==> src/rtl/switch_debouncer4_pkg.sv <==
// switch_debouncer4_pkg: shared state encoding and switch bit positions
package switch_debouncer4_pkg;
  typedef enum logic {ST_STABLE = 1'b0, ST_COUNTING = 1'b1} state_t;
  localparam int N_CH  = 4;
  localparam int A_BIT = 3;
  localparam int B_BIT = 2;
  localparam int C_BIT = 1;
  localparam int D_BIT = 0;
endpackage

==> src/rtl/switch_debouncer4_if.sv <==
// switch_debouncer4_if: raw switch inputs and debounced outputs
interface switch_debouncer4_if;
  logic       tick;
  logic [3:0] sw_in;
  logic [3:0] sw_out;
  logic [3:0] changed;
  modport master (output tick, sw_in, input sw_out, changed);
  modport slave (input tick, sw_in, output sw_out, changed);
endinterface

==> src/rtl/switch_debouncer4_channel.sv <==
// debounce_channel: two-flop synchroniser followed by a tick-paced debounce FSM
module debounce_channel
  import switch_debouncer4_pkg::*;
#(
  parameter int DEBOUNCE_CYCLES = 4,
  parameter int CNT_W           = 2
) (
  input  logic clk,
  input  logic rst,
  input  logic tick,
  input  logic din,
  output logic dout,
  output logic chg
);
  localparam logic [CNT_W-1:0] LAST = CNT_W'(DEBOUNCE_CYCLES - 1);
  logic             s1, s2, dout_nx, chg_nx;
  logic [CNT_W-1:0] cnt, cnt_nx;
  state_t           state, state_nx;
  always_ff @(posedge clk) begin
    if (rst) begin
      s1    <= 1'b0;
      s2    <= 1'b0;
      state <= ST_STABLE;
      cnt   <= '0;
      dout  <= 1'b0;
      chg   <= 1'b0;
    end else begin
      s1    <= din;
      s2    <= s1;
      state <= state_nx;
      cnt   <= cnt_nx;
      dout  <= dout_nx;
      chg   <= chg_nx;
    end
  end
  // A sample matching the current output always resets the count, whether idle or mid-glitch
  always_comb begin
    state_nx = state;
    cnt_nx   = cnt;
    dout_nx  = dout;
    chg_nx   = 1'b0;
    if (tick) begin
      if (s2 == dout) begin
        state_nx = ST_STABLE;
        cnt_nx   = '0;
      end else if (state == ST_STABLE) begin
        state_nx = ST_COUNTING;
        cnt_nx   = CNT_W'(1);
      end else if (cnt == LAST) begin
        state_nx = ST_STABLE;
        cnt_nx   = '0;
        dout_nx  = s2;
        chg_nx   = 1'b1;
      end else begin
        cnt_nx = cnt + 1'b1;
      end
    end
  end
endmodule

==> src/rtl/switch_debouncer4.sv <==
// switch_debouncer4: four independent debounced switch channels
module switch_debouncer4
  import switch_debouncer4_pkg::*;
#(
  parameter int DEBOUNCE_CYCLES = 4,
  parameter int CNT_W           = 2
) (
  input logic              clk,
  input logic              rst,
  switch_debouncer4_if.slave bus
);
  logic [N_CH-1:0] sw_out, changed;
  assign bus.sw_out  = sw_out;
  assign bus.changed = changed;
  for (genvar i = 0; i < N_CH; i++) begin : g_ch
    debounce_channel #(
      .DEBOUNCE_CYCLES(DEBOUNCE_CYCLES),
      .CNT_W          (CNT_W)
    ) u_ch (
      .clk (clk),
      .rst (rst),
      .tick(bus.tick),
      .din (bus.sw_in[i]),
      .dout(sw_out[i]),
      .chg (changed[i])
    );
  end
endmodule

==> src/flat_wrapper.sv <==
// flat-port wrapper written by rule: the top's interface ports become plain ports
module switch_debouncer4_flat import switch_debouncer4_pkg::*;
#(
  parameter int DEBOUNCE_CYCLES = 4,
  parameter int CNT_W           = 2
)
  (clk, rst, bus_tick, bus_sw_in, bus_sw_out, bus_changed);
  switch_debouncer4_if bus_i ();
  input logic clk;
  input logic rst;
  input wire logic [$bits(bus_i.tick)-1:0] bus_tick;
  input wire logic [$bits(bus_i.sw_in)-1:0] bus_sw_in;
  output wire logic [$bits(bus_i.sw_out)-1:0] bus_sw_out;
  output wire logic [$bits(bus_i.changed)-1:0] bus_changed;
  assign bus_i.tick = bus_tick;
  assign bus_i.sw_in = bus_sw_in;
  assign bus_sw_out = bus_i.sw_out;
  assign bus_changed = bus_i.changed;
  switch_debouncer4 #(.DEBOUNCE_CYCLES(DEBOUNCE_CYCLES), .CNT_W(CNT_W)) u_core (.clk(clk), .rst(rst), .bus(bus_i));
endmodule
==> config.mk <==
export PLATFORM = sky130hd
export DESIGN_NAME = switch_debouncer4_flat
export DESIGN_NICKNAME = d
export VERILOG_FILES = /design/src/rtl/switch_debouncer4_pkg.sv /design/src/rtl/switch_debouncer4_if.sv /design/src/rtl/switch_debouncer4_channel.sv /design/src/rtl/switch_debouncer4.sv /design/src/flat_wrapper.sv
export SDC_FILE = /design/constraint.sdc
export NUM_CORES = 1
export LEC_CHECK = 0
export CAP_MARGIN = 20
export CORE_MARGIN = 2
export CORE_UTILIZATION = 45
export DETAILED_ROUTE_END_ITERATION = 10
export PLACE_DENSITY = 0.7
export SLEW_MARGIN = 20
export SYNTH_ARGS = -nofsm -noshare
export SYNTH_HDL_FRONTEND = slang
export SYNTH_SLANG_ARGS = --single-unit
==> constraint.sdc <==
create_clock -name clk -period 0.95 [get_ports clk]
set_clock_uncertainty 0.1 [all_clocks]
set_input_delay 0.1425 -clock clk [delete_from_list [all_inputs] [get_ports clk]]
set_output_delay 0.1425 -clock clk [all_outputs]
set_load 0.05 [all_outputs]
==> out/qor.yml, run 1 <==
syn_area_per_cell_um2: 10.0
antenna_found_initial: 0
first_global_vias: 774
rows: 18
synth_top_family_by_area: "simple AND/OR/NAND/NOR gates"
place_inst: 159
tightest_slew_ns: 0.229
core_area_mm2: 0.00243
syn_area_mm2: 0.00113
synth_edf_count: 0
drc_errors: 0
vias: 828
routed_wl_um: 1990
syn2layout_area_growth_pct: 53.3
numCtsBuffers: 3
r2r_start: "u_core.g_ch[2].u_ch.dout"
fin_cells: 167
power.leakage_uw: 0.000634
violations: "setup timing"
rr_worst_depth: 4
place.gp.congestion: 0.734
finalWorstPathRequiredPeriod_ns: 1.18
whs_ns: 0.245
synth-main-ff-cell: "dfxtp_1"
fin_total_pwr_uw: 2140
period_share_pct: 124
drive_gt1_share_pct: 56.9
start_kind: "register"
hold_violations: 0
ys_seq_area_share_pct: 49.4
p_comb_share_pct: 6.9
crit_cells: 2
ir_worst_vdd_uv: 883
track_usage_pct: 15.3
required_ns: 0.71
p_sw_uw: 433
synthCells: 113
slew_headroom_pct: 84.7
routedWlPerCell_um: 11.9
yosys_warnings: 0
dr.pass1.iters: 3
power.density_mw_per_mm2: 1230
path_max_fanout: 2
yosysUniqueCellTypes: 23
timing.critical_path.buf_inv: 2
cts.clk_slew.worst_paths_ns: 0.15
cts_tree: "yes"
internal-power_uw: 1710
dieArea_mm2: 0.00294
clk_path_buf_depth: 2
min_path_cells: 2
synth_xor_area_share_pct: 3.09
h-tree-depth: 1
syn-num-nets: 124
end_kind: "output pin"
cts_root_buf: "clkbuf_4"
drv_slew: 0
start_util_pct: 46.6
synthMuxAreaShare_pct: 3.53
synthAdderAreaFrac_pct: 4.42
synth-compound-area-share_pct: 7.40
grt-ovfl-total: 0
die_x_um: 54.2
synthSimpleGateAreaFrac_pct: 24.2
grt_pass1_wl_um: 3190
num_io_pins: 15
maxCapViolCount: 0
path_delay_family: "flip-flops"
crit_type: "register to output pin"
setup_violations: 28
clk_latency_ns: 0.33
crit_arrival_ns: 0.94
ys_ff_latch: 28
min_path_type: "input port to register"
antenna_left: 0
layout_commonest_cell: "dfxtp_2"
min_from: "bus_sw_in[1]"
seqPwrFrac_pct: 57.0
mostFrequentLayoutCells: "dfxtp_2, buf_4, dfxtp_1"
async_flop_share_pct: 0
slowest_delay_ns: 0.36
crit_slowest_cell: "dfxtp_2"
num_antenna_cells: 0
status: "complete, but fails checks"
die_y_um: 54.2
rsz0062_at_grt: "yes"
drt_iter0_drc: 3
ctsHoldBuffers: 0
drt-vias-per-instance: 4.96
fin_ws_ns: -0.228
grt_max_degree: 21
port_buffers: 14
fmax_mhz: 849
crit_chain: "buf_6 > buf_12"
cts.sinks: 28
post-dp-hpwl_um: 1330
cp-startpoint: "u_core.g_ch[1].u_ch.dout"
pwr-share-clk_pct: 36.1
fin_util_pct: 71.5
nNetsFinal: 149
swShare_pct: 20.2
pre_cts_ws_ns: -0.437
==> logic make-up after synthesis <==
group                    count (synthesis)
AND/OR/NAND/NOR                         47
flip-flops                              28
AO/OA/AOI/OAI                           14
buffers and inverters                   12
XOR/XNOR                                 4
multiplexers                             4
adder cells (fa/ha/maj)                  4
==> final timing paths <==
path / slack [ns] / end
setup / recovery: -0.23 / bus_sw_out[1]
hold / removal: 0.25 / u_core.g_ch[1].u_ch.s1
setup reg to reg: -0.19 / u_core.g_ch[2].u_ch.cnt[1]
hold reg to reg: 0.35 / u_core.g_ch[1].u_ch.s2
==> metal layers <==
metal / global-route usage, % / up-vias / wire, µm
met4: 10.4 / 0 / 84
met1: 18.9 / 376 / 859
met3: 3.06 / 8 / 71
met2: 23.7 / 17 / 974
li1: - / 427 / -
met5: 0 / - / 0
==> state kept, by name (all words and copies together) (netlist names) <==
name,flops
u_core.g_ch.u_ch.state,4
u_core.g_ch.u_ch.dout,4
u_core.g_ch.u_ch.s1,4
u_core.g_ch.u_ch.chg,4
u_core.g_ch.u_ch.cnt,8
u_core.g_ch.u_ch.s2,4
==> cells in the mapped netlist (3+ instances only) <==
cell type	instances	area [µm²]
nand4_1	3	18.8
nor2b_1	8	50.1
ha_1	4	50.1
nor2_1	5	18.8
nand2b_1	9	56.3
nand3_2	3	30.0
nand2_1	6	22.5
xor2_1	3	26.3
a21oi_1	9	45.0
nand3_1	7	35.0
mux2i_1	4	40.0
dfxtp_1	28	561
nor3b_1	3	22.5
buf_4	8	60.1
==> power by group through the flow <==
stage,Clock (µW),Combinational (µW),Sequential [µW]
after floorplan,0,72.7,1240
after global placement,0,127,1240
after detailed placement,0,131,1240
after CTS,795,138,1220
after global routing,825,164,1220
final,773,148,1220
==> cell type report <==
| cell class | instances | area, µm² |
|---|---|---|
| Fill cell | 167 | 694 |
| Multi-Input combinational cell | 73 | 681 |
| Sequential cell | 28 | 586 |
| Timing Repair Buffer | 32 | 382 |
| Tap cell | 30 | 37.5 |
| Clock inverter | 1 | 30.0 |
| Clock buffer | 3 | 22.5 |
==> timing repair <==
action / in CTS / in global routing
resized for setup: 20 / 16
endpoints found under the setup margin: 28 / 28
pin swaps: 13 / 6
buffers inserted: 4 / 0
==> per-stage QoR <==
| stage | area [µm²] | setup TNS [ns] |
|---|---|---|
| 2_1_floorplan | 1230 | -0.108 |
| 3_3_place_gp | 1500 | -8.19 |
| 3_5_place_dp | 1500 | -8.55 |
| 4_1_cts | 1680 | -3.16 |
| 5_1_grt | 1740 | -4.76 |
| 6_report | 1740 | -3.37 |
Power figures use the tool's default switching activity.
==> inputs of run 2 (changes only) <==
--- a/config.mk
+++ b/config.mk
@@ -5,11 +5,12 @@
 export SDC_FILE = /design/constraint.sdc
 export NUM_CORES = 1
 export LEC_CHECK = 0
+export ABC_CLOCK_PERIOD_IN_PS = 1150
 export CAP_MARGIN = 20
 export CORE_MARGIN = 2
 export CORE_UTILIZATION = 45
 export DETAILED_ROUTE_END_ITERATION = 10
-export PLACE_DENSITY = 0.7
+export PLACE_DENSITY = 0.67
 export SLEW_MARGIN = 20
 export SYNTH_ARGS = -nofsm -noshare
 export SYNTH_HDL_FRONTEND = slang
==> constraint.sdc (replaced) <==
create_clock -name clk -period 1.15 [get_ports clk]
set_clock_uncertainty 0.1 [all_clocks]
set_input_delay 0.1725 -clock clk [delete_from_list [all_inputs] [get_ports clk]]
set_output_delay 0.1725 -clock clk [all_outputs]
set_load 0.05 [all_outputs]
==> out/qor.yml, run 2 (synthesis gave the netlist of run 1 again) <==
status: "complete, but fails checks"
violations: "setup timing"
num_antenna_cells: 0  # unchanged
grt_pass1_wl_um: 3080  # -3.7%
place.gp.congestion: 0.698  # -4.9%
crit_cells: 2  # unchanged
clk_latency_ns: 0.32  # about the same
mostFrequentLayoutCells: "dfxtp_1, dfxtp_2, nand2b_1, buf_12"
cp-startpoint: "u_core.g_ch[1].u_ch.dout"
cts_root_buf: "clkbuf_4"
routed_wl_um: 1760  # -12%
nNetsFinal: 140  # -6.0%
num_io_pins: 15  # unchanged
tightest_slew_ns: 0.214  # -0.0154 ns
dr.pass1.iters: 4  # +1
fmax_mhz: 836
required_ns: 0.88  # +0.17 ns
min_path_type: "input port to register"
power.density_mw_per_mm2: 992  # -20%
place_inst: 153  # -3.8%
cts.clk_slew.worst_paths_ns: 0.14  # about the same
die_y_um: 54.2  # unchanged
drt-vias-per-instance: 4.97  # +0.20%
fin_total_pwr_uw: 1490  # -30%
cts.sinks: 28  # unchanged
setup_violations: 2  # -93%
path_delay_family: "flip-flops"
fin_ws_ns: -0.0464  # +0.182 ns
dieArea_mm2: 0.00294  # unchanged
vias: 780  # -5.8%
r2r_start: "u_core.g_ch[1].u_ch.cnt[0]"
n_fill_cell: 203  # +22%
min_path_cells: 2  # unchanged
drv_slew: 0  # unchanged
hold_violations: 0  # unchanged
power.leakage_uw: 0.000573  # -9.6%
antenna_left: 0  # unchanged
regMostFlops: "u_core.g_ch.u_ch.cnt"
crit_slowest_cell: "dfxtp_2"
numCtsBuffers: 3  # unchanged
slowest_delay_ns: 0.36  # about the same
reg2reg_to: "u_core.g_ch[1].u_ch.dout"
grt-ovfl-total: 0  # unchanged
rr_worst_depth: 4  # unchanged
h-tree-depth: 1  # unchanged
grt_max_degree: 24  # +14%
die_x_um: 54.2  # unchanged
drive_gt1_share_pct: 36.2  # -21 points
tns_ns: -0.0797  # +3.29 ns
finalWorstPathRequiredPeriod_ns: 1.20
period_share_pct: 104
ff_latch_area_um2: 581  # -0.85%
fin_cells: 157  # -6.0%
core_area_mm2: 0.00243  # unchanged
port_buffers: 14  # unchanged
post-dp-hpwl_um: 1240  # -6.9%
layout_commonest_cell: "dfxtp_1"
drc_errors: 0  # unchanged
largest_reg_flops: 8  # unchanged
clk_path_buf_depth: 2  # unchanged
setup.worst_path.end: "bus_sw_out[1]"
rsz0062_at_grt: "yes"
start_util_pct: 46.6  # unchanged
start_kind: "register"
syn2layout_area_growth_pct: 32.5
crit_arrival_ns: 0.92  # -0.02 ns
first_global_vias: 726  # -6.2%
timing.critical_path.buf_inv: 2  # unchanged
antenna_found_initial: 0  # unchanged
crit_chain: "buf_6 > buf_12"
multi_input_area_um2: 549  # -19%
ir_worst_vdd_uv: 1020  # +15%
slew_headroom_pct: 85.7  # +1.0 points
cts_tree: "yes"
track_usage_pct: 15.0  # -0.25 points
r2r_setup_slack_ns: 0.06  # +0.25 ns
routedWlPerCell_um: 11.2  # -6.0%
maxCapViolCount: 0  # unchanged
rows: 18  # unchanged
crit_type: "register to output pin"
drt_iter0_drc: 10  # +7
path_max_fanout: 2  # unchanged
end_kind: "output pin"
## run 2: cell count changes in the layout (fill, tap and decap cells not counted), moves of 2 or more
| cell | change |
|---|---|
| dfxtp_2 | -7 |
| buf_4 | -6 |
| dfxtp_1 | +6 |
| nand3_1 | +5 |
| nand3_2 | -5 |
| a21oi_1 | +4 |
| a21oi_2 | -4 |
| buf_6 | -4 |
| ha_4 | -4 |
| nor3b_1 | +3 |
| nor3b_2 | -3 |
| ha_1 | +2 |
| ha_2 | +2 |
## run 2: worst min-delay path by stage
stage | from | to | slack [ns]
2_1_floorplan | rst | u_core.g_ch[1].u_ch.s2 | 0.14
3_3_place_gp | u_core.g_ch[0].u_ch.s1 | u_core.g_ch[0].u_ch.s2 | 0.32
3_5_place_dp | u_core.g_ch[3].u_ch.s1 | u_core.g_ch[3].u_ch.s2 | 0.33
4_1_cts | bus_sw_in[3] | u_core.g_ch[3].u_ch.s1 | 0.28
5_1_grt | bus_sw_in[2] | u_core.g_ch[2].u_ch.s1 | 0.27
6_report | bus_sw_in[2] | u_core.g_ch[2].u_ch.s1 | 0.30
## run 2: power by group
part / internal (µW) / total (µW) / switching (µW)
sequential: 985 / 1000 / 15.8
clock: 123 / 384 / 261
combinational: 58.9 / 104 / 44.8
## run 2: what timing repair did
action                                  CTS  global route
resized for setup                         7            21
hold buffers                              0             0
hold endpoints to repair                  0             0
buffers inserted                          2             1
endpoints found under the setup margin    4            24
pin swaps                                 0             7
## run 2: worst reg2reg max path, stage by stage, from the launching register on
cell and delay (ns):
dfxtp_2 0.36, ha_1 0.22, nand3_2 0.08, mux2i_1 0.19, nor2_1 0.05
## run 2: per-stage QoR
stage          utilization, %  hold WS [ns]  worst slack (ns)  area, µm²
3_5_place_dp             56.5         0.325            -0.277       1370
4_1_cts                  58.4         0.284           -0.0713       1420
2_1_floorplan               -         0.144             0.102       1130
3_3_place_gp             56.5         0.321            -0.248       1370
5_1_grt                  61.7         0.267           -0.0948       1500
6_report                 61.7         0.300           -0.0464       1500
## run 2: final cells by class
type                    instances  share of cell area (%)
flip-flops and latches         28                    38.7
repair buffers                 23                    20.8
clock buffers                   3                    1.50
multi-input cells              73                    36.6
well taps                      30                    2.50
## run 2: layer usage
metal | up-vias | global-route usage [%] | routed length, µm
met5 | - | 0 | 0
met4 | 0 | 6.25 | 29
met3 | 2 | 5.83 | 71
met2 | 14 | 23.3 | 865
met1 | 359 | 18.5 | 792
li1 | 405 | - | -
==> inputs of run 3 (changes only) <==
--- a/config.mk
+++ b/config.mk
@@ -7,6 +7,7 @@
 export LEC_CHECK = 0
 export ABC_CLOCK_PERIOD_IN_PS = 1150
 export CAP_MARGIN = 20
+export CORE_ASPECT_RATIO = 1.4
 export CORE_MARGIN = 2
 export CORE_UTILIZATION = 45
 export DETAILED_ROUTE_END_ITERATION = 10
==> out/qor.yml, run 3 (synthesis gave the netlist of run 1 again) <==
fin_ws_ns: -0.0525  # -0.00605 ns
grt_max_degree: 22  # -8.3%
power.leakage_uw: 0.000605  # +5.6%
cts.clk_slew.worst_paths_ns: 0.14  # about the same
rsz0062_at_grt: "yes"
cts_root_buf: "clkbuf_4"
clk_path_buf_depth: 2  # unchanged
drive_gt1_share_pct: 38.3  # +2.1 points
die_x_um: 46.4  # -14%
crit_arrival_ns: 0.93  # about the same
drt-vias-per-instance: 4.98  # +0.16%
status: "complete, but fails checks"
start_util_pct: 47.4  # +0.80 points
cts_tree: "yes"
grt-ovfl-total: 0  # unchanged
regMostFlops: "u_core.g_ch.u_ch.cnt"
crit_chain: "buf_6 > buf_12"
routedWlPerCell_um: 12.1  # +8.1%
track_usage_pct: 15.9  # +0.88 points
crit_type: "register to output pin"
place.gp.congestion: 0.758  # +8.6%
rr_worst_depth: 3  # -1
port_buffers: 14  # unchanged
dr.pass1.iters: 3  # -1
drc_errors: 0  # unchanged
crit_slowest_cell: "dfxtp_2"
hold_violations: 0  # unchanged
fin_area_mm2: 0.00155  # +3.4%
clk_latency_ns: 0.32  # about the same
start_kind: "register"
slowest_delay_ns: 0.36  # about the same
dieArea_mm2: 0.00294  # +0.20%
end_kind: "output pin"
cts.sinks: 28  # unchanged
setup_violations: 4  # +2
num_antenna_cells: 0  # unchanged
largest_reg_flops: 8  # unchanged
mostFrequentLayoutCells: "dfxtp_1, dfxtp_2, nand2b_1, buf_12, buf_4"
h-tree-depth: 1  # unchanged
drt_iter0_drc: 10  # unchanged
antenna_found_initial: 0  # unchanged
antenna_left: 0  # unchanged
post-dp-hpwl_um: 1400  # +13%
drv_slew: 0  # unchanged
power.density_mw_per_mm2: 1020  # +3.0%
nNetsFinal: 145  # +3.6%
slew_headroom_pct: 80.5  # -5.2 points
fin_total_pwr_uw: 1590  # +6.5%
period_share_pct: 105  # +0.53 points
required_ns: 0.88  # about the same
maxCapViolCount: 0  # unchanged
fmax_mhz: 832  # -0.50%
first_global_vias: 888  # +22%
core_area_mm2: 0.00239  # -1.7%
die_y_um: 63.4  # +17%
grt_pass1_wl_um: 3490  # +13%
rows: 21  # +3
ctsHoldBuffers: 0  # unchanged
place_area_mm2: 0.00139  # +1.5%
routed_wl_um: 2020  # +15%
min_path_cells: 2  # unchanged
finalWorstPathRequiredPeriod_ns: 1.20  # +0.00605 ns
vias: 831  # +6.5%
path_max_fanout: 2  # unchanged
syn2layout_area_growth_pct: 37.0
ir_worst_vdd_uv: 780  # -23%
num_io_pins: 15  # unchanged
violations: "setup timing"
n_fill_cell: 196  # -3.4%
min_path_type: "input port to register"
numCtsBuffers: 3  # unchanged
layout_commonest_cell: "dfxtp_1"
tightest_slew_ns: 0.291  # +0.0776 ns
## run 3: final cells by class
cell class,instances,area (µm²),area share [%]
multi-input cells,73,548,35.3
repair buffers,28,353,22.7
well taps,34,42.5,2.74
clock buffers,4,36.3,2.34
flip-flops and latches,28,573,36.9
## run 3: routing by layer
metal  wire length (µm)  track usage, %  vias to the layer above
li1                   -               -                      414
met1                757            16.6                      400
met2               1170            26.9                       13
met3                 48            2.87                        4
met4                 42            10.7                        0
met5                  0               0                        -
## run 3: path summary, 6_finish.rpt
check             slack, ns                    endpoint                startpoint
setup / recovery      -0.05               bus_sw_out[2]  u_core.g_ch[2].u_ch.dout
hold / removal         0.29      u_core.g_ch[1].u_ch.s1              bus_sw_in[1]
setup reg to reg       0.02  u_core.g_ch[2].u_ch.cnt[1]  u_core.g_ch[2].u_ch.dout
hold reg to reg        0.36      u_core.g_ch[3].u_ch.s2    u_core.g_ch[3].u_ch.s1
## run 3: worst max-delay path, delay by kind of cell, from the launching register on
| family | cells | cell delay [ns] |
|---|---|---|
| buffers and inverters | 2 | 0.26 |
| DFF | 1 | 0.36 |
## run 3: report_power, final
part | internal [µW] | switching (µW) | leakage (µW)
combinational | 63.5 | 49.1 | 0.000351
sequential | 990 | 15.3 | 0.000233
clock | 194 | 274 | 0.0000210
## run 3: timing repair
action / CTS / global route
pin swaps: 0 / 2
setup buffers: 3 / 1
gates resized for setup: 11 / 15
endpoints found under the setup margin: 6 / 23
## run 3: through the flow
| step | hold slack, ns | std cells | util (%) | setup WS, ns | setup TNS (ns) |
|---|---|---|---|---|---|
| 2_1_floorplan | 0.144 | 113 | - | 0.102 | 0 |
| 3_3_place_gp | 0.317 | 159 | 58.3 | -0.272 | -3.32 |
| 3_5_place_dp | 0.330 | 159 | 58.3 | -0.285 | -3.72 |
| 4_1_cts | 0.277 | 166 | 62.3 | -0.0676 | -0.243 |
| 5_1_grt | 0.277 | 167 | 64.9 | -0.0991 | -0.654 |
| 6_report | 0.287 | 167 | 64.9 | -0.0525 | -0.182 |
